`config.mk`:
```
export PLATFORM = sky130hd
export DESIGN_NAME = instr_fetch
export DESIGN_NICKNAME = d
export VERILOG_FILES = /design/src/rtl/cpu24_pkg.sv /design/src/rtl/instr_fetch.sv
export SDC_FILE = /design/constraint.sdc
export NUM_CORES = 1
export LEC_CHECK = 0
export ABC_AREA = 1
export CORE_MARGIN = 5
export CORE_UTILIZATION = 30
export CTS_CLUSTER_SIZE = 24
export DETAILED_ROUTE_END_ITERATION = 16
export PLACE_DENSITY = 0.48
export SLEW_MARGIN = 15
export SYNTH_ARGS = -nofsm -noshare
export SYNTH_HDL_FRONTEND = slang
export SYNTH_SLANG_ARGS = --single-unit
```
`constraint.sdc`:
```
create_clock -name Clock -period 3 [get_ports Clock]
set_input_delay 0.3 -clock Clock [delete_from_list [all_inputs] [get_ports Clock]]
set_output_delay 0.3 -clock Clock [all_outputs]
set_load 0.05 [all_outputs]
```
`src/rtl/cpu24_pkg.sv`:
```
// -----------------------------------------------------------------------------
// cpu24_pkg
// Shared definitions for the 24-bit CPU slice: datapath widths, opcode
// constants, the instruction-fetch state encoding and a small address helper.
//
// Configuration macro: IFETCH_HALT_EN adds the HALTED fetch state.
// -----------------------------------------------------------------------------
package cpu24_pkg;

  localparam int INSTR_W = 24;
  localparam int ADDR_W  = 16;

  // Opcode field values (Instr[23:20])
  localparam logic [3:0] OP_ADDI  = 4'b0001;
  localparam logic [3:0] OP_LS    = 4'b0010;
  localparam logic [3:0] OP_SS    = 4'b0011;
  localparam logic [3:0] OP_BEQ   = 4'b0100;
  localparam logic [3:0] OP_RTYPE = 4'b0110;
  localparam logic [3:0] OP_HALT  = 4'b1111;

  // Fetch FSM states; FETCHk requests byte k of the instruction at PC.
  typedef enum logic [2:0] {
    FETCH0 = 3'd0,
    FETCH1 = 3'd1,
    FETCH2 = 3'd2,
    HOLD   = 3'd3
`ifdef IFETCH_HALT_EN
    ,
    HALTED = 3'd4
`endif
  } fetchState_e;

  // Byte address of byte 'idx' of the instruction starting at 'base';
  // wraps modulo 2^ADDR_W.
  function automatic logic [ADDR_W-1:0] fetchAddr(
    input logic [ADDR_W-1:0] base,
    input logic [1:0]        idx
  );
    return base + {{(ADDR_W-2){1'b0}}, idx};
  endfunction

endpackage

```
`src/rtl/instr_fetch.sv`:
```
// -----------------------------------------------------------------------------
// instr_fetch
// Byte-serial instruction fetch for 24-bit instructions. Three byte reads
// (big-endian) are assembled into Instr, which is then held and offered to
// decode until accepted. On acceptance the PC advances by 3 or is redirected
// to branch_target.
//
// Ports:
//   Clock          - single clock, rising edge
//   Reset          - asynchronous, active-high reset
//   mem_req        - byte-read request (registered)
//   mem_addr[15:0] - byte address of the current request (registered)
//   mem_rdata[7:0] - read data, valid with mem_ack
//   mem_ack        - one-cycle completion strobe; may arrive in the same
//                    cycle mem_req first rises
//   Instr[23:0]    - last fully assembled instruction
//   OPCODE[3:0]    - Instr[23:20]
//   Funct[3:0]     - Instr[3:0]
//   PC[15:0]       - address of the instruction being fetched or held
//   instr_valid    - Instr offered to decode
//   instr_ready    - decode accepts Instr this cycle
//   br_taken       - redirect request, sampled only on handshake
//   branch_target  - redirect address
//   halted         - fetch stopped by HALT (IFETCH_HALT_EN only)
//
// Configuration macro: IFETCH_HALT_EN -- accepting an OP_HALT instruction
// stops fetching until Reset.
//
// All outputs are registered from the next-state logic, so mem_req rises one
// clock after Reset deasserts and instr_valid rises on the 4th edge with a
// zero-wait memory; steady-state throughput is one instruction per 4 cycles.
// -----------------------------------------------------------------------------
module instr_fetch
  import cpu24_pkg::*;
#(
  parameter logic [ADDR_W-1:0] RESET_PC = 16'h0000
) (
  input  logic               Clock,
  input  logic               Reset,
  output logic               mem_req,
  output logic [ADDR_W-1:0]  mem_addr,
  input  logic [7:0]         mem_rdata,
  input  logic               mem_ack,
  output logic [INSTR_W-1:0] Instr,
  output logic [3:0]         OPCODE,
  output logic [3:0]         Funct,
  output logic [ADDR_W-1:0]  PC,
  output logic               instr_valid,
  input  logic               instr_ready,
  input  logic               br_taken,
  input  logic [ADDR_W-1:0]  branch_target
`ifdef IFETCH_HALT_EN
  ,
  output logic               halted
`endif
);

  fetchState_e        state_r;
  fetchState_e        nextState_s;
  logic [ADDR_W-1:0]  nextPc_s;
  logic [ADDR_W-1:0]  addrNext_s;
  logic               reqNext_s;
  logic               ackTaken_s;
  logic               handshake_s;
  logic [7:0]         byteHi_r;
  logic [7:0]         byteMid_r;

  // An ack only counts while a request is actually outstanding, which also
  // masks it in HOLD/HALTED and in the idle cycle right after reset.
  assign ackTaken_s  = mem_req & mem_ack;
  assign handshake_s = (state_r == HOLD) & instr_valid & instr_ready;

  assign OPCODE = Instr[23:20];
  assign Funct  = Instr[3:0];

  // Next-state and next-PC logic of the fetch FSM
  always_comb begin
    nextState_s = state_r;
    nextPc_s    = PC;
    case (state_r)
      FETCH0: begin
        if (ackTaken_s) nextState_s = FETCH1;
        else            nextState_s = FETCH0;
      end
      FETCH1: begin
        if (ackTaken_s) nextState_s = FETCH2;
        else            nextState_s = FETCH1;
      end
      FETCH2: begin
        if (ackTaken_s) nextState_s = HOLD;
        else            nextState_s = FETCH2;
      end
      HOLD: begin
        if (handshake_s) begin
`ifdef IFETCH_HALT_EN
          if (OPCODE == OP_HALT) begin
            nextState_s = HALTED;
            nextPc_s    = PC;
          end else begin
            nextState_s = FETCH0;
            nextPc_s    = br_taken ? branch_target : fetchAddr(PC, 2'd3);
          end
`else
          nextState_s = FETCH0;
          nextPc_s    = br_taken ? branch_target : fetchAddr(PC, 2'd3);
`endif
        end else begin
          nextState_s = HOLD;
        end
      end
`ifdef IFETCH_HALT_EN
      HALTED: begin
        nextState_s = HALTED;
      end
`endif
      default: begin
        nextState_s = FETCH0;
      end
    endcase
  end

  // Request and address that go with the next state; the address is held
  // while no request is outstanding.
  always_comb begin
    reqNext_s  = 1'b0;
    addrNext_s = mem_addr;
    case (nextState_s)
      FETCH0: begin
        reqNext_s  = 1'b1;
        addrNext_s = fetchAddr(nextPc_s, 2'd0);
      end
      FETCH1: begin
        reqNext_s  = 1'b1;
        addrNext_s = fetchAddr(nextPc_s, 2'd1);
      end
      FETCH2: begin
        reqNext_s  = 1'b1;
        addrNext_s = fetchAddr(nextPc_s, 2'd2);
      end
      default: begin
        reqNext_s  = 1'b0;
        addrNext_s = mem_addr;
      end
    endcase
  end

  // FSM state, PC and registered control outputs
  always_ff @(posedge Clock or posedge Reset) begin
    if (Reset) begin
      state_r     <= FETCH0;
      PC          <= RESET_PC;
      mem_req     <= 1'b0;
      mem_addr    <= RESET_PC;
      instr_valid <= 1'b0;
`ifdef IFETCH_HALT_EN
      halted      <= 1'b0;
`endif
    end else begin
      state_r     <= nextState_s;
      PC          <= nextPc_s;
      mem_req     <= reqNext_s;
      mem_addr    <= addrNext_s;
      instr_valid <= (nextState_s == HOLD);
`ifdef IFETCH_HALT_EN
      halted      <= (nextState_s == HALTED);
`endif
    end
  end

  // Byte buffer and instruction assembly; Instr changes only on the last
  // byte so decode never sees a partially fetched instruction.
  always_ff @(posedge Clock or posedge Reset) begin
    if (Reset) begin
      byteHi_r  <= 8'h00;
      byteMid_r <= 8'h00;
      Instr     <= {INSTR_W{1'b0}};
    end else if (ackTaken_s) begin
      case (state_r)
        FETCH0:  byteHi_r  <= mem_rdata;
        FETCH1:  byteMid_r <= mem_rdata;
        FETCH2:  Instr     <= {byteHi_r, byteMid_r, mem_rdata};
        default: byteHi_r  <= byteHi_r;
      endcase
    end else begin
      byteHi_r <= byteHi_r;
    end
  end

endmodule

```
==> results.json <==
{
  "rrSetupSlack_ps": 340,
  "critPathMaxStageDelay_ps": 420,
  "multi_input_area_um2": 1940,
  "routedWlPerCell_um": 15.4,
  "vias_per_cell": 4.65,
  "ys.warnings.count": 0,
  "rsz0062_at_grt": "false",
  "final_area_um2": 5690,
  "ant_nets": 0,
  "maxSlewViolCount": 0,
  "grt_max_degree": 46,
  "syn-cell-area_um2": 4220,
  "cp_slowest_cell": "dfrtp_1",
  "hold_path_class": "input port to asynchronous set/reset pin",
  "fp.dieW_um": 129,
  "fin_skew_ps": 4.92,
  "placed_area_um2": 5340,
  "cp.arrival_ps": 2890,
  "final_layout_size_suffix_gt1_frac": 0.132,
  "cts_buffers": 9,
  "routed_wl_um": 12600,
  "syn_to_final_growth_pct": 35.0,
  "seq_area_frac_synth": 0.451,
  "fp.coreArea_um2": 13800,
  "initial_core_util": 0.305,
  "synthTopCellsByArea": "dfrtp_1, nand2_1, o21ai_0, inv_1, nor2_1",
  "drt_pre_antenna_iters": 5,
  "die_h_um": 129,
  "tightest_slew_ps": 719,
  "grt_pass1_vias": 3778,
  "fill_cells": 1414,
  "cp.required_ps": 3230,
  "post_cts_resized": 0,
  "synth.top_cell.area_share": 0.451,
  "path_cells": "inv_1 -> ha_1 -> inv_1 -> nand2_1 -> nor2_1 -> o21ai_0 -> nand2_1 -> inv_1 -> ha_1 -> inv_1 -> nor3_4 -> nand2_1 -> nor2_2 -> nand4_1 -> nand2_1 -> nand2_1 -> nand2_1 -> nand2_1",
  "overflow": 0,
  "gp_congestion": 0.844,
  "worstPathMaxFanout": 6,
  "pre_cts_ws_ps": 194,
  "syn-num-nets": 574,
  "io_buffers": 94,
  "routed-via-count": 3802,
  "fin_crit_sh": 0.888,
  "netlist_instances": 538,
  "synth_top_cell_by_area": "dfrtp_1",
  "synth-edff-count": 0,
  "grt_usage": 0.160,
  "path_common_cell": "nand2_1",
  "start_kind": "register",
  "antenna_found_initial": 0,
  "holdBufCountCts": 0,
  "n_antenna_cell": 0,
  "layout_commonest_cell": "nand2_1",
  "place.detailed.hpwl_um": 9480,
  "cts.sinks": 76,
  "clk_latency_ps": 340,
  "synth_cell_types": 39,
  "fin_ws_ps": 337,
  "finalHoldViolations": 0,
  "max_freq_mhz": 376,
  "pin_count": 95,
  "ys_async_sr_fraction": 1.00,
  "drt_first_iter_violations": 380,
  "route.detailed.drc": 0,
  "path_class": "register to register",
  "cts_root_buffer": "clkbuf_16",
  "final_cell_mix": "nand2_1, clkdlybuf4s50_1, dfrtp_1",
  "dieArea_um2": 16500,
  "setup-violations-final": 0,
  "min_period_ps": 2660,
  "cap_violations": 0,
  "rows": 43,
  "dominantRegCellSynth": "dfrtp_1",
  "htree_num_levels": 3,
  "path_clk_slew_ps": 60,
  "max_slew_margin": 0.520,
  "clk_path_buf_depth": 2,
  "cts_setup_buffers": 0,
  "setup_tns_ps": 0,
  "postLayoutCoreUtil": 0.412,
  "synth.avg_cell_area_um2": 7.84,
  "outcome": "complete, no violations",
  "cts_tree": "built",
  "synth-seq-cells": 76,
  "cp-end-kind": "register",
  "fin_nets": 669,
  "grt_pass1_wl_um": 20600,
  "seqCellArea_um2": 1900
}
## routing by layer
layer  part of all wire  global-route usage  up-vias
li1                   -                   -     1913
met1               0.50               0.234     1790
met2               0.44               0.234       88
met3              0.043              0.0328       11
met4              0.014              0.0568        0
met5                  0                   0        -
## metrics by stage
step                      cells  hold slack [ps]
after global placement      802              465
final                       818              387
after global routing        818              478
after CTS                   818              417
after detailed placement    802              468
after floorplan             538              449
## worst paths after layout
path                                     end        start  cells after the start
worst max-delay path            mem_addr[15]        PC[0]                     18
worst min-delay path            mem_addr[12]        Reset                      2
worst max register to register  mem_addr[15]        PC[0]                     18
worst min register to register   byteHi_r[0]  byteHi_r[0]                      2
max in group asynchronous           Instr[6]        Reset                      3
min in group Clock               byteHi_r[0]  byteHi_r[0]                      2
## synth_stat cells (2+ instances only)
library cell,number
o211ai_1,3
o21ai_0,44
a21oi_2,5
a31oi_1,3
nand2_2,6
clkbuf_1,3
inv_1,52
buf_2,5
nand4_1,10
o21ai_2,2
nor2_2,9
buf_4,9
or2_2,4
ha_1,7
nand3_1,31
clkinv_1,2
a21oi_1,14
buf_1,2
dfrtp_1,76
nand2_1,159
buf_6,2
nor3_1,2
a22o_1,2
inv_2,6
mux2_2,16
nor2_1,51
## cell type report
| class | count | share of cell area |
|---|---|---|
| clock buffer | 11 | 0.0427 |
| clock inverter | 5 | 0.0189 |
| inverter | 60 | 0.0396 |
| multi-input combinational | 379 | 0.340 |
| timing repair buffer | 107 | 0.185 |
| tap | 180 | 0.0396 |
| sequential | 76 | 0.334 |
## registers in the layout, indices dropped and copies added, names as in the netlist
signal / flops
state_r: 2
byteHi_r: 8
byteMid_r: 8
instr_valid: 1
mem_addr: 16
Instr: 24
mem_req: 1
PC: 16
## critical path, delay by kind of cell, from the launching register on
family	cells	cell delay [ps]
simple gates	11	1070
flops	1	420
buf+inv	4	400
fa+ha+maj	2	380
compound gates	1	290
## logic make-up after synthesis
logic type                 Yosys count  share of synthesized area
and+or+nand+nor                    278                      0.286
buffers and inverters               83                     0.0893
AOI/OAI and AO/OA                   78                      0.110
DFF                                 76                      0.451
muxes                               16                     0.0427
adders and majority gates            7                     0.0208
Power is left out: the tool's default activity adds up to more than one toggle a clock period on the data nets, which glitch-free logic cannot reach.
